**src/rtl/ppu_pixel_fifo_n_pkg.sv**
```systemverilog
// Shared types for the PPU pixel FIFO: pixel format, tile row width, discard FSM states.
package ppu_pixel_fifo_n_pkg;

    localparam int unsigned PPU_TILE_ROW = 8;

    // color == 0 is transparent
    typedef struct packed {
        logic       bg_priority;
        logic [2:0] palette;
        logic [1:0] color;
    } ppu_pixel_t;

    typedef enum logic [0:0] {
        IDLE,
        DISCARD
    } ppu_fifo_state_e;

    function automatic logic px_opaque(input ppu_pixel_t p);
        return p.color != 2'd0;
    endfunction

endpackage

```
**src/rtl/ppu_pixel_fifo_n_if.sv**
```systemverilog
// Push/pop handshake bundle between tile fetcher, pixel FIFO and pixel mixer.
interface ppu_pixel_fifo_n_if
    import ppu_pixel_fifo_n_pkg::*;
#(
    parameter int unsigned ROW = PPU_TILE_ROW
);

    logic                     row_push_en;
    ppu_pixel_t [ROW-1:0]     row_push_px;
    logic                     merge_en;
    logic                     row_ready;
    logic                     pop_en;
    ppu_pixel_t               top_px;
    logic                     px_valid;

    modport master (
        output row_push_en, row_push_px, merge_en, pop_en,
        input  row_ready, top_px, px_valid
    );

    modport slave (
        input  row_push_en, row_push_px, merge_en, pop_en,
        output row_ready, top_px, px_valid
    );

endinterface

```
**src/rtl/ppu_pixel_fifo_n_discard_ctl.sv**
```systemverilog
// SCX fine-scroll discard engine: drops discard_n head pixels, one per non-empty cycle.
module ppu_pixel_fifo_n_discard_ctl
    import ppu_pixel_fifo_n_pkg::*;
(
    input  logic       clk,
    input  logic       reset,
    input  logic       flush,
    input  logic       discard_start,
    input  logic [2:0] discard_n,
    input  logic       empty,
    input  logic       stall,
    output logic       discard_busy,
    output logic       drop
);

    ppu_fifo_state_e state_q, state_d;
    logic [2:0]      remaining_q, remaining_d;

    // Next state, remaining counter and internal pop strobe
    always_comb begin
        state_d     = state_q;
        remaining_d = remaining_q;
        drop        = 1'b0;
        case (state_q)
            IDLE: begin
                if (discard_start && discard_n != 3'd0) begin
                    state_d     = DISCARD;
                    remaining_d = discard_n;
                end
            end
            DISCARD: begin
                if (!empty && !stall) begin
                    drop        = 1'b1;
                    remaining_d = remaining_q - 3'd1;
                    if (remaining_q == 3'd1) begin
                        state_d = IDLE;
                    end
                end
            end
            default: state_d = IDLE;
        endcase
        if (flush) begin
            state_d     = IDLE;
            remaining_d = 3'd0;
            drop        = 1'b0;
        end
    end

    // State register
    always_ff @(posedge clk or negedge reset) begin
        if (!reset) begin
            state_q     <= IDLE;
            remaining_q <= 3'd0;
        end else begin
            state_q     <= state_d;
            remaining_q <= remaining_d;
        end
    end

    assign discard_busy = (state_q == DISCARD);

endmodule

```
**src/rtl/ppu_pixel_fifo_n.sv**
```systemverilog
// Row-push / pixel-pop PPU FIFO with SCX discard engine.
// Optional sprite merge (overlay onto head pixels) enabled by defining PPU_FIFO_MERGE_EN.
module ppu_pixel_fifo_n
    import ppu_pixel_fifo_n_pkg::*;
#(
    parameter int unsigned DEPTH = 16,
    parameter int unsigned ROW   = PPU_TILE_ROW
) (
    input  logic                     clk,
    input  logic                     reset,
    input  logic                     flush,
    ppu_pixel_fifo_n_if.slave        fifo,
    input  logic                     discard_start,
    input  logic [2:0]               discard_n,
    output logic                     discard_busy,
    output logic                     empty,
    output logic [$clog2(DEPTH):0]   count
);

    localparam int unsigned CW = $clog2(DEPTH) + 1;
    localparam int unsigned AW = CW - 1;

    logic [CW-1:0]  rptr_q, rptr_d, wptr_q, wptr_d;
    ppu_pixel_t     mem_q [DEPTH];
    logic [DEPTH-1:0] mem_we;
    ppu_pixel_t     mem_wd [DEPTH];
    logic           merge_req;
    logic           push_ok;
    logic           pop_ok;
    logic           drop;

    assign count = wptr_q - rptr_q;
    assign empty = (count == '0);

`ifdef PPU_FIFO_MERGE_EN
    assign merge_req = fifo.row_push_en & fifo.merge_en;
`else
    assign merge_req = 1'b0;
    logic unused_merge_en;
    assign unused_merge_en = fifo.merge_en;
`endif

    // Merge rewrites the head row in place, so it only fits while at most one row is queued
    assign fifo.row_ready = merge_req ? (count <= CW'(ROW)) : (count <= CW'(DEPTH - ROW));
    assign push_ok        = fifo.row_push_en & fifo.row_ready & ~flush;

    // Head pixel is hidden while discarding and during a merge cycle
    assign fifo.px_valid = ~empty & ~discard_busy & ~merge_req;
    assign fifo.top_px   = fifo.px_valid ? mem_q[rptr_q[AW-1:0]] : '0;
    assign pop_ok        = fifo.pop_en & fifo.px_valid;

    ppu_pixel_fifo_n_discard_ctl u_discard_ctl (
        .clk           (clk),
        .reset         (reset),
        .flush         (flush),
        .discard_start (discard_start),
        .discard_n     (discard_n),
        .empty         (empty),
        .stall         (merge_req),
        .discard_busy  (discard_busy),
        .drop          (drop)
    );

    // Per-entry write enables/data for append or merge
    always_comb begin
        logic [AW-1:0] idx;
        idx    = '0;
        mem_we = '0;
        for (int d = 0; d < DEPTH; d++) begin
            mem_wd[d] = '0;
        end
        if (push_ok) begin
            for (int i = 0; i < ROW; i++) begin
                idx = merge_req ? (rptr_q[AW-1:0] + AW'(i)) : (wptr_q[AW-1:0] + AW'(i));
                // Earlier sprite wins unless it is transparent there
                if (!merge_req || CW'(i) >= count ||
                    (!px_opaque(mem_q[idx]) && px_opaque(fifo.row_push_px[i]))) begin
                    mem_we[idx] = 1'b1;
                    mem_wd[idx] = fifo.row_push_px[i];
                end
            end
        end
    end

    // Pixel storage; contents deliberately not reset
    always_ff @(posedge clk) begin
        for (int d = 0; d < DEPTH; d++) begin
            if (mem_we[d]) begin
                mem_q[d] <= mem_wd[d];
            end
        end
    end

    // Pointer next-state; pop/drop are already suppressed in merge cycles
    always_comb begin
        rptr_d = rptr_q;
        wptr_d = wptr_q;
        if (flush) begin
            rptr_d = '0;
            wptr_d = '0;
        end else begin
            if (pop_ok || drop) begin
                rptr_d = rptr_q + CW'(1);
            end
            if (push_ok) begin
                wptr_d = merge_req ? (rptr_q + CW'(ROW)) : (wptr_q + CW'(ROW));
            end
        end
    end

    // Pointer registers
    always_ff @(posedge clk or negedge reset) begin
        if (!reset) begin
            rptr_q <= '0;
            wptr_q <= '0;
        end else begin
            rptr_q <= rptr_d;
            wptr_q <= wptr_d;
        end
    end

endmodule

```
**src/flat_wrapper.sv**
```systemverilog
// flat-port wrapper written by rule: the top's interface ports become plain ports
module ppu_pixel_fifo_n_flat import ppu_pixel_fifo_n_pkg::*;
#(
    parameter int unsigned DEPTH = 16,
    parameter int unsigned ROW   = PPU_TILE_ROW
)
  (clk, reset, flush, discard_start, discard_n, discard_busy, empty, count, fifo_row_push_en, fifo_row_push_px, fifo_merge_en, fifo_pop_en, fifo_row_ready, fifo_top_px, fifo_px_valid);
  ppu_pixel_fifo_n_if #(.ROW(ROW)) fifo_i ();
  input  logic clk;
  input  logic reset;
  input  logic flush;
  input  logic discard_start;
  input  logic [2:0] discard_n;
  output logic discard_busy;
  output logic empty;
  output logic [$clog2(DEPTH):0] count;
  input wire logic [$bits(fifo_i.row_push_en)-1:0] fifo_row_push_en;
  input wire logic [$bits(fifo_i.row_push_px)-1:0] fifo_row_push_px;
  input wire logic [$bits(fifo_i.merge_en)-1:0] fifo_merge_en;
  input wire logic [$bits(fifo_i.pop_en)-1:0] fifo_pop_en;
  output wire logic [$bits(fifo_i.row_ready)-1:0] fifo_row_ready;
  output wire logic [$bits(fifo_i.top_px)-1:0] fifo_top_px;
  output wire logic [$bits(fifo_i.px_valid)-1:0] fifo_px_valid;
  assign fifo_i.row_push_en = fifo_row_push_en;
  assign fifo_i.row_push_px = fifo_row_push_px;
  assign fifo_i.merge_en = fifo_merge_en;
  assign fifo_i.pop_en = fifo_pop_en;
  assign fifo_row_ready = fifo_i.row_ready;
  assign fifo_top_px = fifo_i.top_px;
  assign fifo_px_valid = fifo_i.px_valid;
  ppu_pixel_fifo_n #(.DEPTH(DEPTH), .ROW(ROW)) u_core (.clk(clk), .reset(reset), .flush(flush), .fifo(fifo_i), .discard_start(discard_start), .discard_n(discard_n), .discard_busy(discard_busy), .empty(empty), .count(count));
endmodule
```
**config.mk**
```make
export PLATFORM = sky130hd
export DESIGN_NAME = ppu_pixel_fifo_n_flat
export DESIGN_NICKNAME = d
export VERILOG_FILES = /design/src/rtl/ppu_pixel_fifo_n_pkg.sv /design/src/rtl/ppu_pixel_fifo_n_if.sv /design/src/rtl/ppu_pixel_fifo_n_discard_ctl.sv /design/src/rtl/ppu_pixel_fifo_n.sv /design/src/flat_wrapper.sv
export SDC_FILE = /design/constraint.sdc
export NUM_CORES = 1
export LEC_CHECK = 0
export BUFFER_PORTS_ARGS = -buffer_cell sky130_fd_sc_hd__buf_2
export CORE_MARGIN = 3
export CORE_UTILIZATION = 50
export DETAILED_ROUTE_END_ITERATION = 10
export PLACE_DENSITY_LB_ADDON = 0.3
export SETUP_SLACK_MARGIN = 0.15
export SYNTH_ARGS = -nofsm -noshare
export SYNTH_HDL_FRONTEND = slang
export SYNTH_SLANG_ARGS = --single-unit
export TNS_END_PERCENT = 30
```
**constraint.sdc**
```tcl
create_clock -name clk -period 4.9 [get_ports clk]
set_clock_uncertainty 0.2 [all_clocks]
set_input_delay 0.245 -clock clk [delete_from_list [all_inputs] [get_ports clk]]
set_output_delay 0.245 -clock clk [all_outputs]
set_load 0.1 [all_outputs]
```
==> summary.txt <==
Logic synthesis
  – Combinational family with the most area after synthesis: simple AND/OR/NAND/NOR gates
  – Multiplexer area fraction after synthesis: 0.128
  – Post-synthesis xor/xnor area fraction: 0.00666
  – Synthesized flop and latch total: around 110
  – Post-synthesis cell type count: 45
  – Sequential element share of the synthesized area: 0.601
  – Yosys warnings: 0
  – Synth Area in Compound Gates: 0.0378
  – Post-Synth Adder-Cell Area: 0.0143
  – Post-Syn Instances: 362
  – Mean Syn Cell Area: about 15 sq um
  – Mapped Nets: 426
  – Simple-Gate Fraction of Synth Area: 0.172
  – Mapped cell area: 0.00526 sq mm

Floorplanning
  – Row cnt: 36
  – Initial Util: 0.526
  – Die height: about 110 microns
  – I/O pin count: 73
  – Die ar.: 0.0118 sq mm
  – Core area: ~0.01 sq mm
  – Chip width: ~110 microns

Setup path
  – Startpoint types: register
  – Crit Path Category: reg2reg
  – WP data required: 4.75 ns
  – Slowest cell delay on critical path: 0.79 ns
  – Worst Path Max Fanout: 34
  – Slowest cell on the critical path: dfrtp_1
  – Most frequent CP cell: buf_4
  – Worst setup EP type: register
  – CP cell instances: inv_1 -> ha_1 -> nand2b_1 -> a21o_1 -> a311o_1 -> nor3_4 -> buf_4 -> buf_4 -> and2_1
  – Arrival time worst endpoint: ~3.7 ns

STA
  – Setup TNS: 0 ns
  – Worst Tran Pin Value: roughly 0.68 ns
  – Fin crit share: 0.781
  – Final setup viols: 0
  – Slew Limit Headroom: 0.545
  – Hold Fails Final Rpt: 0
  – Tmin final: 3.83 ns
  – F_max: 261 MHz
  – Unrepaired setup endpoints after global routing: false
  – Max-slew violations: 0

Clock network
  – Clk buf depth: 2
  – Cts repair resizes: 0
  – Clock Latency Late Sink: roughly 0.37 ns
  – Clock Sinks: 107
  – Root Buffer Master: clkbuf_8
  – CTS Buf Count: 9
  – CTS clock-pin slew for the worst setup and hold paths: 0.09 ns
  – Post CTS Setup Buffer Count: 0
  – H-tree Lvls: 3
  – CTS tree: built
  – Hold bufs inserted after CTS: 49

Global route
  – Global-route wire length before repair: 17600 microns
  – Vias in the first global route: 3435
  – Grt total ovfl: 0
  – GRT Util Overall: 0.200
  – Pin count of the biggest net entering global routing: 61
  – Initial antenna violation count: 0

Cells and area
  – Ant. Diodes: 0
  – Proportion of layout cells with a drive suffix above 1: 0.283
  – Final Net Count: between 500 and 600
  – Area delta synth->final: 21.2%

Drt
  – Post-Route WL: approximately 11000 microns
  – Final ANT Viol Nets: 0
  – Drt first-iter violations: 306
  – DR pass1 iterations: 5
  – WL/cell: roughly 18 microns
  – Vias: between 3000 and 4000
  – Vias per inst: 5.44
  – Drc violations: 0

Power
  – VDD IR max: 0.683 mV
  – Power Density: 591 mW/mm^2
  – Leakage dissipation: about 2.5 nW
  – Tot Pwr: 3.77 mW

Placed design
  – Global placer's final weighted congestion: between 0.7 and 0.8
  – Post-DP HPWL: roughly 7000 microns
  – Port Buf Inserts: 71

Worst hold path
  – HP Class: in2reg

Run
  – # Max-Cap Violations: 0

Status
  – Status: finished clean
## kinds of logic after synthesis
| logic type | after synthesis |
|---|---|
| fa+ha+maj | 6 |
| xor+xnor | 4 |
| mux | 30 |
| flops | 107 |
| compound gates | 32 |
| buf+inv | 44 |
| simple gates | 139 |
## final cells by class
cell class	count	area, sq um
Multi-Input combinational cell	211	1900
Clock buffer	9	124
Tap cell	133	166
Sequential cell	107	3160
Fill cell	778	3620
Clock inverter	7	48.8
Timing Repair Buffer	131	928
Inverter	12	45.0
## routing by layer
metal	GRT usage	vias up	routed length (microns)
li1	-	1590	-
met1	0.255	1618	4370
met2	0.339	102	5740
met3	0.0406	11	644
met4	0.0766	0	171
met5	0	-	0
## worst paths after layout
kind	from	end	cells after the start	slack, ns
worst max register to register	u_core.rptr_q[1]$_DFFE_PN0P_	u_core.mem_q[8][5]$_SDFFCE_PN0P_	9	1.07
worst min-delay path	fifo_row_push_en	u_core.wptr_q[4]$_DFFE_PN0P_	4	0.04
max in group asynchronous	reset	u_core.rptr_q[0]$_DFFE_PN0P_	2	4.21
worst min register to register	u_core.rptr_q[4]$_DFFE_PN0P_	u_core.rptr_q[4]$_DFFE_PN0P_	2	0.38
min in group asynchronous	reset	u_core.rptr_q[0]$_DFFE_PN0P_	2	0.07
worst max-delay path	u_core.rptr_q[1]$_DFFE_PN0P_	u_core.mem_q[8][5]$_SDFFCE_PN0P_	9	1.07
## where the power goes
part	leakage [nW]	internal, mW	switching (mW)
sequential	1.06	1.18	0.0609
combinational	1.36	0.575	1.45
clock	0.0870	0.188	0.307
## synthesized netlist by cell type (all sizes together)
cell type | instances | share of area
o31ai | 4 | 0.0057
or3 | 5 | 0.0059
a211oi | 2 | 0.0029
buf | 13 | 0.016
ha | 6 | 0.014
xor2 | 1 | 0.0017
edfxtp | 96 | 0.55
nor4 | 4 | 0.0076
a21oi | 10 | 0.0095
nor3b | 2 | 0.0029
or3b | 1 | 0.0017
nand2 | 1 | 0.00071
nand2b | 2 | 0.0024
xnor2 | 3 | 0.0050
nor2b | 1 | 0.0012
nor4b | 1 | 0.0029
inv | 12 | 0.0086
a41oi | 1 | 0.0017
or2 | 1 | 0.0012
or4 | 3 | 0.0043
o21ai | 9 | 0.0086
nand3b | 2 | 0.0029
nor3 | 2 | 0.0040
clkbuf | 19 | 0.015
dfrtp | 11 | 0.052
and2 | 59 | 0.070
mux4 | 30 | 0.13
nor2 | 3 | 0.0021
and3 | 49 | 0.059
nand3 | 3 | 0.0029
o21bai | 1 | 0.0014
a21o | 1 | 0.0014
a22o | 1 | 0.0017
a311o | 1 | 0.0019
a22oi | 1 | 0.0014
a221oi | 1 | 0.0017
## registers in the layout, summed over array words and instances (netlist names)
| name | cells |
|---|---|
| u_core.mem_q | 96 |
| u_core.rptr_q | 5 |
| u_core.u_discard_ctl.remaining_q | 3 |
| u_core.wptr_q | 2 |
| u_core.u_discard_ctl.discard_busy | 1 |
## critical path: cells and delay by family (launching register included)
kind,cells,cell delay (ns)
AOI/OAI and AO/OA,2,0.71
DFF,1,0.79
adders and majority gates,1,0.32
buffers and inverters,3,0.71
and+or+nand+nor,3,0.75
## cells in the final DEF (no fill, tap or decap), drive strengths merged, types with 4 or more instances in the layout
cell	synthesis	routed
edfxtp	96	96
mux4	30	30
a21oi	10	10
dfrtp	11	11
dlygate4sd3	0	49
ha	6	6
or3	5	5
and3	49	49
o31ai	4	4
nor4	4	4
clkbuf	19	9
inv	12	15
o21ai	9	9
buf	13	82
and2	59	59
## per-stage QoR
step	utilization	worst slack, ns	instances	cell area, sq um	hold slack, ns
2_1_floorplan	-	0.430	362	5270	-0.251
3_3_place_gp	0.571	1.19	545	5710	-0.0684
3_5_place_dp	0.571	1.07	545	5710	-0.0665
4_1_cts	0.638	1.04	610	6380	0.0200
5_1_grt	0.638	0.821	610	6380	0.0593
6_report	0.638	1.07	610	6380	0.0403
Note: power is estimated with default switching activity, not from simulation.
